## config.mk

```make
export PLATFORM = sky130hd
export DESIGN_NAME = ifu_prefetch_flat
export DESIGN_NICKNAME = d
export VERILOG_FILES = /design/src/rtl/ifu_prefetch_if.sv /design/src/rtl/ifu_prefetch.sv /design/src/flat_wrapper.sv
export SDC_FILE = /design/constraint.sdc
export NUM_CORES = 1
export LEC_CHECK = 0
export BUFFER_PORTS_ARGS = -buffer_cell sky130_fd_sc_hd__buf_2
export CORE_UTILIZATION = 55
export CTS_CLUSTER_DIAMETER = 80
export DETAILED_ROUTE_END_ITERATION = 8
export PLACE_DENSITY = 0.77
export SYNTH_ARGS = -nofsm -noshare
export SYNTH_HDL_FRONTEND = slang
export SYNTH_SLANG_ARGS = --single-unit
```

## constraint.sdc

```tcl
create_clock -name clk -period 4.75 [get_ports clk]
set_clock_uncertainty 0.2 [all_clocks]
set_input_delay 0.7125 -clock clk [delete_from_list [all_inputs] [get_ports clk]]
set_output_delay 0.7125 -clock clk [all_outputs]
set_load 0.02 [all_outputs]
```

## src/rtl/ifu_prefetch_if.sv

```systemverilog
// ifu_prefetch_if
//   Groups the two handshakes around the prefetch stage:
//   - instruction bus (split address/data, SRAM-like):
//       inst_req, inst_addr          : request valid / address   (IFU -> memory)
//       inst_addr_ok                 : request accepted           (memory -> IFU)
//       inst_data_ok, inst_rdata     : in-order response + data   (memory -> IFU)
//   - ID handoff (valid/allowin):
//       id_valid, id_inst, id_pc,
//       id_ex_adef                   : head queue entry           (IFU -> ID)
//       id_allowin                   : ID accepts the head entry  (ID -> IFU)
//   modport master is the fetch unit, modport slave is its environment.
interface ifu_prefetch_if;
    logic        inst_req;
    logic [31:0] inst_addr;
    logic        inst_addr_ok;
    logic        inst_data_ok;
    logic [31:0] inst_rdata;

    logic        id_allowin;
    logic        id_valid;
    logic [31:0] id_inst;
    logic [31:0] id_pc;
    logic        id_ex_adef;

    modport master (
        output inst_req, inst_addr, id_valid, id_inst, id_pc, id_ex_adef,
        input  inst_addr_ok, inst_data_ok, inst_rdata, id_allowin
    );

    modport slave (
        input  inst_req, inst_addr, id_valid, id_inst, id_pc, id_ex_adef,
        output inst_addr_ok, inst_data_ok, inst_rdata, id_allowin
    );
endinterface

```

## src/rtl/ifu_prefetch.sv

```systemverilog
// ifu_prefetch
//   Instruction prefetch stage. Issues reads on the split-handshake
//   instruction bus, keeps up to DEPTH fetches outstanding and holds results
//   in an in-order circular queue whose head is offered to ID.
//   Redirects (flush has priority over br_taken) empty the queue and turn
//   every still-outstanding response into one to be silently dropped.
//   A misaligned fetch PC produces a filled ADEF entry instead of a request
//   and halts fetch until the next redirect.
//
// Parameters
//   RESET_PC     first fetch address after reset
//   DEPTH        queue entries and in-flight bound (power of two, >= 2)
// Ports
//   clk, resetn  clock, asynchronous active-low reset
//   flush        WB redirect, target flush_target
//   br_taken     branch redirect, target br_target
//   bus          ifu_prefetch_if.master (instruction bus + ID handoff)
module ifu_prefetch #(
    parameter logic [31:0] RESET_PC = 32'h1c000000,
    parameter int          DEPTH    = 4
) (
    input  logic                  clk,
    input  logic                  resetn,
    input  logic                  flush,
    input  logic [31:0]           flush_target,
    input  logic                  br_taken,
    input  logic [31:0]           br_target,
    ifu_prefetch_if.master        bus
);

    localparam int AW = $clog2(DEPTH);
    localparam int CW = AW + 1;
    localparam logic [CW:0] DEPTH_SUM = (CW + 1)'(DEPTH);
    localparam logic [CW-1:0] DEPTH_CNT = CW'(DEPTH);

    // ------------------------------------------------------------------
    // State
    // ------------------------------------------------------------------
    logic [31:0]      fetch_pc;
    logic [AW-1:0]    head;
    logic [AW-1:0]    tail;
    logic [AW-1:0]    fill_ptr;      // oldest reserved entry still waiting for data
    logic [CW-1:0]    count;         // reserved entries (filled or not)
    logic [CW-1:0]    pend_cnt;      // live requests whose data has not returned
    logic [CW-1:0]    discard_cnt;   // stale responses still to be dropped
    logic             halt;
    logic             run_q;         // low until the first edge after reset
    logic [DEPTH-1:0] q_filled;

    logic [31:0]      q_pc   [DEPTH];
    logic [31:0]      q_inst [DEPTH];
    logic             q_adef [DEPTH];

    // ------------------------------------------------------------------
    // Control
    // ------------------------------------------------------------------
    logic        redirect;
    logic [31:0] target;
    logic        has_room;
    logic        slot_free;
    logic        aligned;
    logic        accept;
    logic        adef_take;
    logic        reserve;
    logic        fill;
    logic        drop;
    logic        pop;
    logic        head_valid;

    assign redirect  = flush | br_taken;
    assign target    = flush ? flush_target : br_target;
    assign aligned   = (fetch_pc[1:0] == 2'b00);
    assign slot_free = (count < DEPTH_CNT);
    // Live plus stale outstanding requests may never exceed DEPTH, otherwise
    // a late stale response could land in a freshly reserved entry's slot
    // accounting. count covers the live ones, discard_cnt the stale ones.
    assign has_room  = (({1'b0, count} + {1'b0, discard_cnt}) < DEPTH_SUM);

    assign bus.inst_req  = run_q & ~redirect & ~halt & slot_free & has_room & aligned;
    assign bus.inst_addr = fetch_pc;

    assign accept    = bus.inst_req & bus.inst_addr_ok;
    assign adef_take = run_q & ~redirect & ~halt & slot_free & ~aligned;
    assign reserve   = accept | adef_take;

    assign drop      = bus.inst_data_ok & (discard_cnt != '0);
    assign fill      = bus.inst_data_ok & (discard_cnt == '0) & (pend_cnt != '0) & ~redirect;

    assign head_valid = (count != '0) & q_filled[head];
    assign pop        = head_valid & bus.id_allowin & ~redirect;

    // Outputs come straight from registered queue state; inst_data_ok only
    // reaches them through the q_filled/q_inst registers.
    assign bus.id_valid   = head_valid;
    assign bus.id_pc      = head_valid ? q_pc[head]   : 32'h0;
    assign bus.id_inst    = head_valid ? q_inst[head] : 32'h0;
    assign bus.id_ex_adef = head_valid & q_adef[head];

    // ------------------------------------------------------------------
    // Pointers, counters, flags
    // ------------------------------------------------------------------
    // NOTE: all sequential state is updated with non-blocking assignments so
    // every register sees the pre-edge value of every other register.
    always_ff @(posedge clk or negedge resetn) begin
        if (!resetn) begin
            fetch_pc    <= RESET_PC;
            head        <= '0;
            tail        <= '0;
            fill_ptr    <= '0;
            count       <= '0;
            pend_cnt    <= '0;
            discard_cnt <= '0;
            halt        <= 1'b0;
            run_q       <= 1'b0;
            q_filled    <= '0;
        end else begin
            run_q <= 1'b1;
            if (redirect) begin
                fetch_pc    <= target;
                head        <= tail;
                fill_ptr    <= tail;
                count       <= '0;
                pend_cnt    <= '0;
                halt        <= 1'b0;
                // Every live request becomes stale; a response arriving now
                // is dropped whichever group it belonged to.
                discard_cnt <= discard_cnt + pend_cnt - CW'(bus.inst_data_ok);
            end else begin
                if (accept) begin
                    fetch_pc <= fetch_pc + 32'd4;
                end
                if (adef_take) begin
                    halt <= 1'b1;
                end
                if (reserve) begin
                    tail           <= tail + AW'(1);
                    q_filled[tail] <= adef_take;
                end
                if (fill) begin
                    q_filled[fill_ptr] <= 1'b1;
                    fill_ptr           <= fill_ptr + AW'(1);
                end
                if (pop) begin
                    head <= head + AW'(1);
                end
                if (drop) begin
                    discard_cnt <= discard_cnt - CW'(1);
                end
                count    <= count + CW'(reserve) - CW'(pop);
                pend_cnt <= pend_cnt + CW'(accept) - CW'(fill);
            end
        end
    end

    // ------------------------------------------------------------------
    // Queue payload
    // ------------------------------------------------------------------
    // NOTE: the payload arrays carry no reset; an entry is only observed once
    // its q_filled bit (which is reset) is set and count covers it, and the
    // ID outputs are forced to zero otherwise.
    always_ff @(posedge clk) begin
        if (reserve) begin
            q_pc[tail]   <= fetch_pc;
            q_inst[tail] <= 32'h0;
            q_adef[tail] <= adef_take;
        end
        if (fill) begin
            q_inst[fill_ptr] <= bus.inst_rdata;
        end
    end

endmodule

```

## src/flat_wrapper.sv

```systemverilog
// flat-port wrapper written by rule: the top's interface ports become plain ports
module ifu_prefetch_flat 
#(
    parameter logic [31:0] RESET_PC = 32'h1c000000,
    parameter int          DEPTH    = 4
)
  (clk, resetn, flush, flush_target, br_taken, br_target, bus_inst_req, bus_inst_addr, bus_id_valid, bus_id_inst, bus_id_pc, bus_id_ex_adef, bus_inst_addr_ok, bus_inst_data_ok, bus_inst_rdata, bus_id_allowin);
  ifu_prefetch_if bus_i ();
  input  logic clk;
  input  logic resetn;
  input  logic flush;
  input  logic [31:0] flush_target;
  input  logic br_taken;
  input  logic [31:0] br_target;
  output wire logic [$bits(bus_i.inst_req)-1:0] bus_inst_req;
  output wire logic [$bits(bus_i.inst_addr)-1:0] bus_inst_addr;
  output wire logic [$bits(bus_i.id_valid)-1:0] bus_id_valid;
  output wire logic [$bits(bus_i.id_inst)-1:0] bus_id_inst;
  output wire logic [$bits(bus_i.id_pc)-1:0] bus_id_pc;
  output wire logic [$bits(bus_i.id_ex_adef)-1:0] bus_id_ex_adef;
  input wire logic [$bits(bus_i.inst_addr_ok)-1:0] bus_inst_addr_ok;
  input wire logic [$bits(bus_i.inst_data_ok)-1:0] bus_inst_data_ok;
  input wire logic [$bits(bus_i.inst_rdata)-1:0] bus_inst_rdata;
  input wire logic [$bits(bus_i.id_allowin)-1:0] bus_id_allowin;
  assign bus_inst_req = bus_i.inst_req;
  assign bus_inst_addr = bus_i.inst_addr;
  assign bus_id_valid = bus_i.id_valid;
  assign bus_id_inst = bus_i.id_inst;
  assign bus_id_pc = bus_i.id_pc;
  assign bus_id_ex_adef = bus_i.id_ex_adef;
  assign bus_i.inst_addr_ok = bus_inst_addr_ok;
  assign bus_i.inst_data_ok = bus_inst_data_ok;
  assign bus_i.inst_rdata = bus_inst_rdata;
  assign bus_i.id_allowin = bus_id_allowin;
  ifu_prefetch #(.RESET_PC(RESET_PC), .DEPTH(DEPTH)) u_core (.clk(clk), .resetn(resetn), .flush(flush), .flush_target(flush_target), .br_taken(br_taken), .br_target(br_target), .bus(bus_i));
endmodule
```

==> metrics.md, run 1 <==
| Metric | Value |
|---|---|
| CP Max Fanout | 67 |
| Chip width | 163.9 um |
| Number of distinct library cells after synthesis | 73 |
| Net Count, Synth | 1,103 |
| Clock latency on the worst-skew pair | 0.57 ns |
| Routed Wire Length | 33,010 um |
| IO Port Bufs | 201 |
| Detailed Route Iter0 Violations | 810 |
| Slew margin rel. | 32.34% |
| Die Area | 26,850 sq um |
| Register area | 9143 sq um |
| Clk buf depth | 3 |
| Data arrival time of the worst path | 2.90 ns |
| Total global routing overflow | 0 |
| Crit-path cells | mux2_1 > nor2_1 > a211oi_4 > buf_4 > and2_1 > buf_2 |
| Maximum vdd drop | 0.0004066 V |
| Met2 wire length | 16,150 um |
| Site Rows | 58 |
| Hold Crit Class | in2async |
| Antenna violations before repair | 1 |
| Die span in y | 163.9 um |
| Number of CTS-inserted buffers | 30 |
| Status | complete, no violations |
| Clock-pin slew on the worst setup and hold paths | 0.06 ns |
| Post-synthesis sequential area ratio | 63.41% |
| Final Setup Violations | 0 |
| Postcts setup bufs | 0 |
| Max-cap violations | 0 |
| H-Tree Depth | 1 |
| Gp weighted congestion | 0.8630 |
| IO Count | 202 |
| DR top layer | met4 |
| Cells after Synth | 977 |
| Multi-input logic area | 4931 sq um |
| HPWL after detailed placement | 20,790 um |
| Power Density | 431.8 nW/um^2 |
| Async set-reset flop share out of synthesis | 16.93% |
| Final ANT Viol Nets | 0 |
| Vias in the first global route | 9,006 |
| Synth Area per Inst | 14.75 sq um |
| Final net count | 1,293 |
| Slowest cell on the critical path | dfrtp_2 |
| R2R Path End | u_core.q_inst[1][6] |
| Final Critical Period | 3.813 ns |
| Initial Util | 56.58% |
| Crit path buf inv count | 2 |
| Post-route DRC | 0 |
| Pin count of the biggest net entering global routing | 68 |
| FF-to-FF path depth | 6 |
| RSZ-0062 raised after global routing | no |
| Post-cts hold buffer count | 0 |
| Post-route insts no fill | 1,523 |
| Post-cts resize count | 0 |
| Crit start category | flop |
| Fraction of layout cells with a size suffix above 1 | 30.48% |
| Clock sink total | 313 |
| Final Max Slew Viols | 0 |
| Setup TNS | 0 ns |
| Fmax achieved | 262.3 MHz |
| Crit path max-delay family | flip-flops |
| Placed instance count | 1,465 |
| Reg2reg setup slack | 1.22 ns |
| YS warnings | 0 |
| CTS root buf | clkbuf_16 |
| Slew @ Worst Pin | 1.013 ns |
| CP peak stage delay | 0.76 ns |
| Core footprint | 25,470 sq um |
| Ys flop type | edfxtp_1 |
| Yosys reg bits | 313 |
| Met3 WL | 2084 um |
| Drt wl/cell | 21.67 um |
| Met1 WL | 13,750 um |
| Mapped cell area | 14,410 sq um |
| Commonest non-fill, non-tap cells in the layout | 260 x edfxtp_1, 202 x and2_1, 201 x buf_2 |
| CP Capture Type | output port |
| Leakage Power | 6.371 nW |
| Filler instances | 1,791 |
| Commonest non-fill, non-tap cell in the layout | edfxtp_1 |
| Tot GR Track Use | 25.20% |
| Crit path kind | reg2out |
| WP data required | 3.84 ns |
| P&R area growth vs syn | 16.07% |
| CTS tree | built |
| Routed vias | 8,974 |
| R2R Path Start | u_core.count[2] |
| Vias/cell | 5.892 |
| Post-synth EDFFs | 260 |
| Final Hold Vio Count | 0 |
| TritonRoute pass-1 iters | 5 |
| First-pass GRT wire length | 50,650 um |
| Period utilisation layout | 80.27% |
## metrics by stage
stage	util, %	power, W	worst slack, ns	hold WS (ns)	instance area, sq um
after floorplan	-	0.004403	1.430	0.2169	14410
after global placement	61.65	0.004800	1.287	0.3003	15700
after detailed placement	61.65	0.004830	1.215	0.2969	15700
after CTS	65.65	0.007262	0.8908	0.1076	16720
after global routing	65.66	0.007505	0.7506	0.1543	16720
final	65.67	0.007223	0.9373	0.09011	16730
## power breakdown
| part | total, W | internal [W] | leakage [nW] | switching [W] |
|---|---|---|---|---|
| sequential | 0.00339 | 0.00316 | 3.02 | 0.000230 |
| clock | 0.00245 | 0.00143 | 0.489 | 0.00102 |
| combinational | 0.00138 | 0.000675 | 2.87 | 0.000706 |
## cell usage after synthesis (all sizes together), types with 5 or more instances
| master | number | area (sq um) |
|---|---|---|
| a31oi | 5 | 31.28 |
| a22oi | 8 | 60.06 |
| a21oi | 27 | 146.4 |
| nand3 | 17 | 90.09 |
| nor3 | 9 | 55.05 |
| buf | 24 | 128.9 |
| and4 | 5 | 46.29 |
| edfxtp | 260 | 7807 |
| o21ai | 24 | 120.1 |
| xnor2 | 13 | 113.9 |
| ha | 20 | 250.2 |
| inv | 24 | 90.08 |
| xor2 | 6 | 52.55 |
| dfrtp | 50 | 1251 |
| nand4 | 12 | 87.58 |
| clkbuf | 35 | 133.9 |
| and3 | 9 | 61.31 |
| nand2 | 39 | 148.9 |
| a211oi | 13 | 102.6 |
| mux2i | 10 | 100.1 |
| nor4 | 7 | 43.79 |
| and2 | 207 | 1300 |
| nor2 | 24 | 90.09 |
| nor2b | 8 | 50.05 |
| mux4 | 65 | 1464 |
## how the worst max path moves through the flow
stage          depth (start not counted)                    to  slack [ns]                  start
3_3_place_gp                           6  u_core.q_inst[1][19]        1.29       bus_inst_addr_ok
2_1_floorplan                          6   u_core.q_inst[0][0]        1.43  u_core.discard_cnt[2]
5_1_grt                                6          bus_id_pc[1]        0.75         u_core.head[1]
3_5_place_dp                           6  u_core.q_inst[1][19]        1.21       bus_inst_addr_ok
6_report                               6         bus_id_pc[29]        0.94         u_core.head[1]
4_1_cts                                6         bus_id_pc[29]        0.89         u_core.head[1]
## cells by family (layout without fill, tap and decap cells)
family	Yosys count	after routing	synth area share, %
multiplexers	77	77	11.01
AO/OA/AOI/OAI	108	108	5.114
AND/OR/NAND/NOR	353	353	14.69
adder cells (fa/ha/maj)	23	23	2.153
buffers and inverters	83	297	2.448
other	1	3	0.02602
flip-flops	313	313	63.41
XOR/XNOR	19	19	1.155
## flip-flops by register name (all words and copies together) (netlist names), 3 cells and up
register,flops
u_core.q_inst,128
u_core.q_pc,128
u_core.bus.inst_addr,32
u_core.q_adef,4
u_core.q_filled,4
u_core.count,3
u_core.discard_cnt,3
u_core.pend_cnt,3
## routing by layer
layer / GRT usage (%) / vias to the layer above
li1: - / 4044
met1: 34.41 / 4512
met2: 41.29 / 342
met3: 4.015 / 76
met4: 8.965 / 0
met5: 0 / -
## final cells by class
cell class,count,area share (%)
diodes,2,0.02992
well taps,330,2.468
flip-flops and latches,313,54.66
repair buffers,217,6.732
clock buffers,32,4.533
clock inverters,24,1.563
inverters,24,0.5386
multi-input cells,581,29.48
Note: power is estimated with default switching activity, not from simulation.
==> run 2, diff against run 1 <==
==> constraint.sdc (replaced) <==
create_clock -name clk -period 3.8 [get_ports clk]
set_clock_uncertainty 0.2 [all_clocks]
set_input_delay 0.57 -clock clk [delete_from_list [all_inputs] [get_ports clk]]
set_output_delay 0.57 -clock clk [all_outputs]
set_load 0.02 [all_outputs]
==> metrics.md, run 2 (synthesis results as in run 1) <==
| Metric | Value |
|---|---|
| Pin count of the biggest net entering global routing | 68 (unchanged) |
| Clock sink total | 313 (unchanged) |
| Commonest non-fill, non-tap cells in the layout | 260 x edfxtp_1, 202 x and2_1, 201 x buf_2 (unchanged) |
| HPWL after detailed placement | 21,490 um (was 20,790 um) |
| R2R Path End | u_core.count[2] (was u_core.q_inst[1][6]) |
| Crit path kind | reg2out (unchanged) |
| Die Area | 26,850 sq um (unchanged) |
| Post-cts resize count | 0 (unchanged) |
| Post-route insts no fill | 1,532 (was 1,523) |
| WP data required | 3.03 ns (was 3.84 ns) |
| Chip width | 163.9 um (unchanged) |
| Final Critical Period | 3.398 ns |
| Final ANT Viol Nets | 0 (unchanged) |
| Period utilisation layout | 89.43% |
| Worst hold path startpoint | flush_target[1] |
| Final Max Slew Viols | 0 (unchanged) |
| Hold_ws | 0.03907 ns (was 0.09011 ns) |
| Final Setup Violations | 0 (unchanged) |
| Hold path cells | 3 |
| Antenna violations before repair | 1 (unchanged) |
| Clock-pin slew on the worst setup and hold paths | 0.07 ns (was 0.06 ns) |
| R2R Path Start | u_core.discard_cnt[2] (was u_core.count[2]) |
| Maximum vdd drop | 0.0004429 V (was 0.0004066 V) |
| H-Tree Depth | 1 (unchanged) |
| Fraction of layout cells with a size suffix above 1 | 30.97% (was 30.48%) |
| Site Rows | 58 (unchanged) |
| Gp weighted congestion | 0.9146 (was 0.8630) |
| Clk buf depth | 3 (unchanged) |
| IO Count | 202 (unchanged) |
| Postcts setup bufs | 0 (unchanged) |
| Detailed Route Iter0 Violations | 960 (was 810) |
| Total global routing overflow | 0 (unchanged) |
| Initial Util | 56.58% (unchanged) |
| Hold Crit Class | in2reg (was in2async) |
| Leakage Power | 6.411 nW (was 6.371 nW) |
| CTS tree | built (unchanged) |
| Status | complete, no violations (unchanged) |
| Placed instance count | 1,474 (was 1,465) |
| Post-route DRC | 0 (unchanged) |
| CP Max Fanout | 67 (unchanged) |
| Max-cap violations | 0 (unchanged) |
| Final net count | 1,303 (was 1,293) |
| Reg2reg setup slack | 0.82 ns (was 1.22 ns) |
| Commonest non-fill, non-tap cell in the layout | edfxtp_1 (unchanged) |
| Routed vias | 9,105 (was 8,974) |
| Drt wl/cell | 22.02 um (was 21.67 um) |
| Clock latency on the worst-skew pair | 0.55 ns (was 0.57 ns) |
| Power Density | 529.0 nW/um^2 (was 431.8 nW/um^2) |
| Final Hold Vio Count | 0 (unchanged) |
| Die span in y | 163.9 um (unchanged) |
| P&R area growth vs syn | 16.29% (was 16.07%) |
| TritonRoute pass-1 iters | 5 (unchanged) |
| Fmax achieved | 294.3 MHz |
| Worst Hold Path EP | u_core.bus.inst_addr[1] |
| Data arrival time of the worst path | 2.63 ns (was 2.90 ns) |
| Tot GR Track Use | 25.74% (was 25.20%) |
| Placed instance area | 15,800 sq um (was 15,700 sq um) |
| Number of CTS-inserted buffers | 30 (unchanged) |
| Core footprint | 25,470 sq um (unchanged) |
| FF-to-FF path depth | 11 (was 6) |
| CTS root buf | clkbuf_16 (unchanged) |
| First-pass GRT wire length | 51,820 um (was 50,650 um) |
| Slew margin rel. | 39.23% (was 32.34%) |
| Vias in the first global route | 9,217 (was 9,006) |
| CP Capture Type | output port (unchanged) |
| IO Port Bufs | 201 (unchanged) |
| Final cell area excluding filler cells | 16,760 sq um (was 16,730 sq um) |
| Setup TNS | 0 ns (unchanged) |
| Routed Wire Length | 33,730 um (was 33,010 um) |
| Crit start category | flop (unchanged) |
| RSZ-0062 raised after global routing | no (unchanged) |
| Vias/cell | 5.943 (was 5.892) |
| Slew @ Worst Pin | 0.9115 ns (was 1.013 ns) |
run 2: final cells by class:
| type | count | area (sq um) |
|---|---|---|
| multi-input cells | 581 | 4931 |
| well taps | 330 | 412.9 |
| clock inverters | 16 | 111.4 |
| clock buffers | 40 | 839.6 |
| diodes | 1 | 2.502 |
| fillers | 1779 | 8713 |
| inverters | 24 | 90.09 |
| repair buffers | 227 | 1229 |
| flip-flops and latches | 313 | 9143 |
run 2: metrics by stage:
step	utilization [%]	power, W	worst slack (ns)
2_1_floorplan	-	0.005504	0.4802
5_1_grt	65.79	0.009214	0.2598
6_report	65.79	0.008865	0.4018
4_1_cts	65.78	0.008919	0.3513
3_3_place_gp	62.01	0.006054	0.8680
3_5_place_dp	62.01	0.006075	0.7956
run 2: power breakdown:
part / internal (W) / leakage [nW] / switching (W) / total (W)
Sequential: 0.00395 / 3.02 / 0.000239 / 0.00419
Combinational: 0.000857 / 2.92 / 0.000966 / 0.00182
Clock: 0.00162 / 0.473 / 0.00123 / 0.00285
Total: 0.00643 / 6.41 / 0.00244 / 0.00886
run 2: worst max-delay path by stage:
stage / slack (ns) / cells after the start / end / from
floorplan: 0.48 / 6 / u_core.q_inst[0][0] / u_core.discard_cnt[2]
global placement: 0.87 / 11 / u_core.count[2] / br_taken
detailed placement: 0.80 / 11 / u_core.count[2] / br_taken
CTS: 0.35 / 4 / bus_id_pc[20] / u_core.head[0]
global route: 0.26 / 6 / bus_id_inst[12] / u_core.head[1]
finish: 0.40 / 6 / bus_id_pc[13] / u_core.head[1]
run 2: metal layers:
metal | share of wire, % | vias up | global-route usage, %
met2 | 48 | 464 | 41.87
li1 | - | 4067 | -
met1 | 41 | 4500 | 36.30
met3 | 8.1 | 74 | 3.586
met5 | 0 | - | 0
met4 | 2.5 | 0 | 7.870
run 2: timing repair:
| action | 4_1_cts | 5_1_grt |
|---|---|---|
| setup endpoints to repair | 0 | 0 |
| hold endpoints to repair | 33 | 0 |
| hold buffers | 1 | 0 |
run 2: critical path: stages, from the launching register on:
cell and delay (ns):
dfrtp_2 0.51, mux2_1 0.26, nor2_1 0.07, a211oi_4 0.23, buf_4 0.53, and2_1 0.24
buf_2 0.19
==> run 3, diff against run 2 <==
--- a/config.mk
+++ b/config.mk
@@ -6,10 +6,10 @@
 export NUM_CORES = 1
 export LEC_CHECK = 0
 export BUFFER_PORTS_ARGS = -buffer_cell sky130_fd_sc_hd__buf_2
-export CORE_UTILIZATION = 55
+export CORE_UTILIZATION = 45
 export CTS_CLUSTER_DIAMETER = 80
 export DETAILED_ROUTE_END_ITERATION = 8
-export PLACE_DENSITY = 0.77
+export PLACE_DENSITY = 0.65
 export SYNTH_ARGS = -nofsm -noshare
 export SYNTH_HDL_FRONTEND = slang
 export SYNTH_SLANG_ARGS = --single-unit
==> metrics.md, run 3 (synthesis results as in run 1) <==
| Metric | Value |
|---|---|
| Slew margin rel. | 31.93% (was 39.23%) |
| Drt wl/cell | 21.73 um (was 22.02 um) |
| Period utilisation layout | 88.46% (was 89.43%) |
| Hold_ws | -0.007665 ns (was 0.03907 ns) |
| Vias in the first global route | 9,246 (was 9,217) |
| Post-cts hold buffer count | 0 (was 1) |
| WP data required | 3.03 ns (about the same) |
| H-Tree Depth | 2 (was 1) |
| CTS tree | built (unchanged) |
| Final Max Slew Viols | 0 (unchanged) |
| CP peak stage delay | 0.65 ns (was 0.53 ns) |
| Status | finished, violations left (was complete, no violations) |
| Commonest non-fill, non-tap cell in the layout | edfxtp_1 (unchanged) |
| Multi-input logic area | 4931 sq um (unchanged) |
| Final Critical Period | 3.362 ns (was 3.398 ns) |
| IO Count | 202 (unchanged) |
| Final cell area excluding filler cells | 16,940 sq um (was 16,760 sq um) |
| Clk buf depth | 3 (unchanged) |
| Clock latency on the worst-skew pair | 0.51 ns (was 0.55 ns) |
| Initial Util | 45.67% (was 56.58%) |
| Detailed Route Iter0 Violations | 791 (was 960) |
| Clock-pin slew on the worst setup and hold paths | 0.06 ns (was 0.07 ns) |
| Placed instance area | 15,920 sq um (was 15,800 sq um) |
| Antenna violations before repair | 3 (was 1) |
| Final Setup Violations | 0 (unchanged) |
| Leakage Power | 6.440 nW (was 6.411 nW) |
| Number of CTS-inserted buffers | 35 (was 30) |
| Gp weighted congestion | 0.8515 (was 0.9146) |
| Postcts setup bufs | 0 (unchanged) |
| Slew @ Worst Pin | 1.021 ns (was 0.9115 ns) |
| Clock sink total | 313 (unchanged) |
| Data arrival time of the worst path | 2.59 ns (was 2.63 ns) |
| Post-cts resize count | 0 (unchanged) |
| CP Max Fanout | 55 (was 67) |
| Crit start category | flop (unchanged) |
| Fmax achieved | 297.5 MHz (was 294.3 MHz) |
| TritonRoute pass-1 iters | 5 (unchanged) |
| Final Hold Vio Count | 2 (was 0) |
| Register area | 9143 sq um (unchanged) |
| HPWL after detailed placement | 22,390 um (was 21,490 um) |
| Routed vias | 9,066 (was 9,105) |
| Tot GR Track Use | 21.86% (was 25.74%) |
| Die span in y | 181.0 um (was 163.9 um) |
| CP Capture Type | output port (unchanged) |
| Site Rows | 65 (was 58) |
| Max-cap violations | 0 (unchanged) |
| Slowest cell on the critical path | dfrtp_4 (was buf_4) |
| Final net count | 1,306 (was 1,303) |
| Setup TNS | 0 ns (unchanged) |
| Vias/cell | 5.638 (was 5.943) |
| P&R area growth vs syn | 17.57% (was 16.29%) |
| Routed Wire Length | 34,940 um (was 33,730 um) |
| RSZ-0062 raised after global routing | no (unchanged) |
| IO Port Bufs | 201 (unchanged) |
| Crit-path cells | buf_12 > mux4_2 > and2_1 > buf_2 (was mux2_1 > nor2_1 > a211oi_4 > buf_4 > and2_1 > buf_2) |
| CTS root buf | clkbuf_16 (unchanged) |
| Crit path kind | reg2out (unchanged) |
| Total global routing overflow | 0 (unchanged) |
| Die Area | 32,740 sq um (was 26,850 sq um) |
| Post-route DRC | 0 (unchanged) |
| Fraction of layout cells with a size suffix above 1 | 30.56% (was 30.97%) |
| Violated checks | hold timing |
| Pin count of the biggest net entering global routing | 68 (unchanged) |
| Maximum vdd drop | 0.0003036 V (was 0.0004429 V) |
| Hold Crit Class | in2async (was in2reg) |
| Chip width | 181.0 um (was 163.9 um) |
| Filler instances | 2,620 (was 1,779) |
| Commonest non-fill, non-tap cells in the layout | 260 x edfxtp_1, 202 x and2_1, 201 x buf_2 (unchanged) |
| Core footprint | 31,560 sq um (was 25,470 sq um) |
| Final ANT Viol Nets | 0 (unchanged) |
| Power Density | 537.2 nW/um^2 (was 529.0 nW/um^2) |
| First-pass GRT wire length | 54,350 um (was 51,820 um) |
==> run 3: cell count changes in the layout (fill, tap and decap cells not counted) <==
cell	delta
buf_4	-4
clkinv_1	+7
clkbuf_1	+1
clkinv_4	-2
clkinv_2	-5
clkbuf_16	+4
inv_6	+3
diode_2	+1
dlygate4sd3_1	-1
buf_12	+3
clkbuf_8	-3
==> run 3: cell type report <==
class	instances	share of cell area [%]
tap	402	2.969
timing repair buffer	225	7.370
antenna	2	0.02954
multi-input combinational	581	29.10
clock buffer	42	5.324
inverter	24	0.5317
sequential	313	53.96
clock inverter	19	0.7163
==> run 3: path summary, 6_finish.rpt <==
check	end	slack, ns	from	depth (start not counted)
max in group asynchronous	u_core.bus.inst_addr[27]	2.57	resetn	2
min reg2reg	u_core.q_filled[0]	0.34	u_core.q_filled[0]	1
min in group clk	u_core.bus.inst_addr[2]	0.06	flush_target[2]	3
max reg2reg	u_core.q_inst[2][18]	0.77	u_core.count[2]	8
min	u_core.tail[0]	-0.008	resetn	1
max	bus_id_pc[21]	0.44	u_core.head[0]	4
==> run 3: layer usage <==
metal  part of all wire, %  vias to the layer above  track usage, %
met5                     0                        -               0
met4                   2.2                        0           5.966
met3                   7.3                       52           4.293
met2                    48                      368           35.15
met1                    43                     4576           30.47
li1                      -                     4070               -
==> run 3: report_power, final <==
group / total (W) / switching, W / internal [W]
clock: 0.00305 / 0.00129 / 0.00176
combinational: 0.00183 / 0.000953 / 0.000874
sequential: 0.00422 / 0.000271 / 0.00395
total: 0.00910 / 0.00251 / 0.00659
==> run 3: worst max-delay path: cells and delay by family, from the launching register on <==
kind,cells,cell delay [ns]
buf+inv,2,0.58
flops,1,0.65
mux,1,0.62
simple gates,1,0.18
==> run 3: stage by stage <==
| step | utilization [%] | setup slack [ns] | power, W | instances | hold slack (ns) |
|---|---|---|---|---|---|
| final | 53.70 | 0.4384 | 0.009103 | 1608 | -0.007665 |
| after global routing | 53.70 | 0.2218 | 0.009479 | 1608 | 0.04985 |
| after CTS | 53.68 | 0.3644 | 0.009188 | 1606 | 0.008635 |
| after detailed placement | 50.44 | 0.7377 | 0.006139 | 1545 | 0.3160 |
| after global placement | 50.44 | 0.7980 | 0.006126 | 1545 | 0.3072 |
| after floorplan | - | 0.4802 | 0.005504 | 977 | 0.07441 |
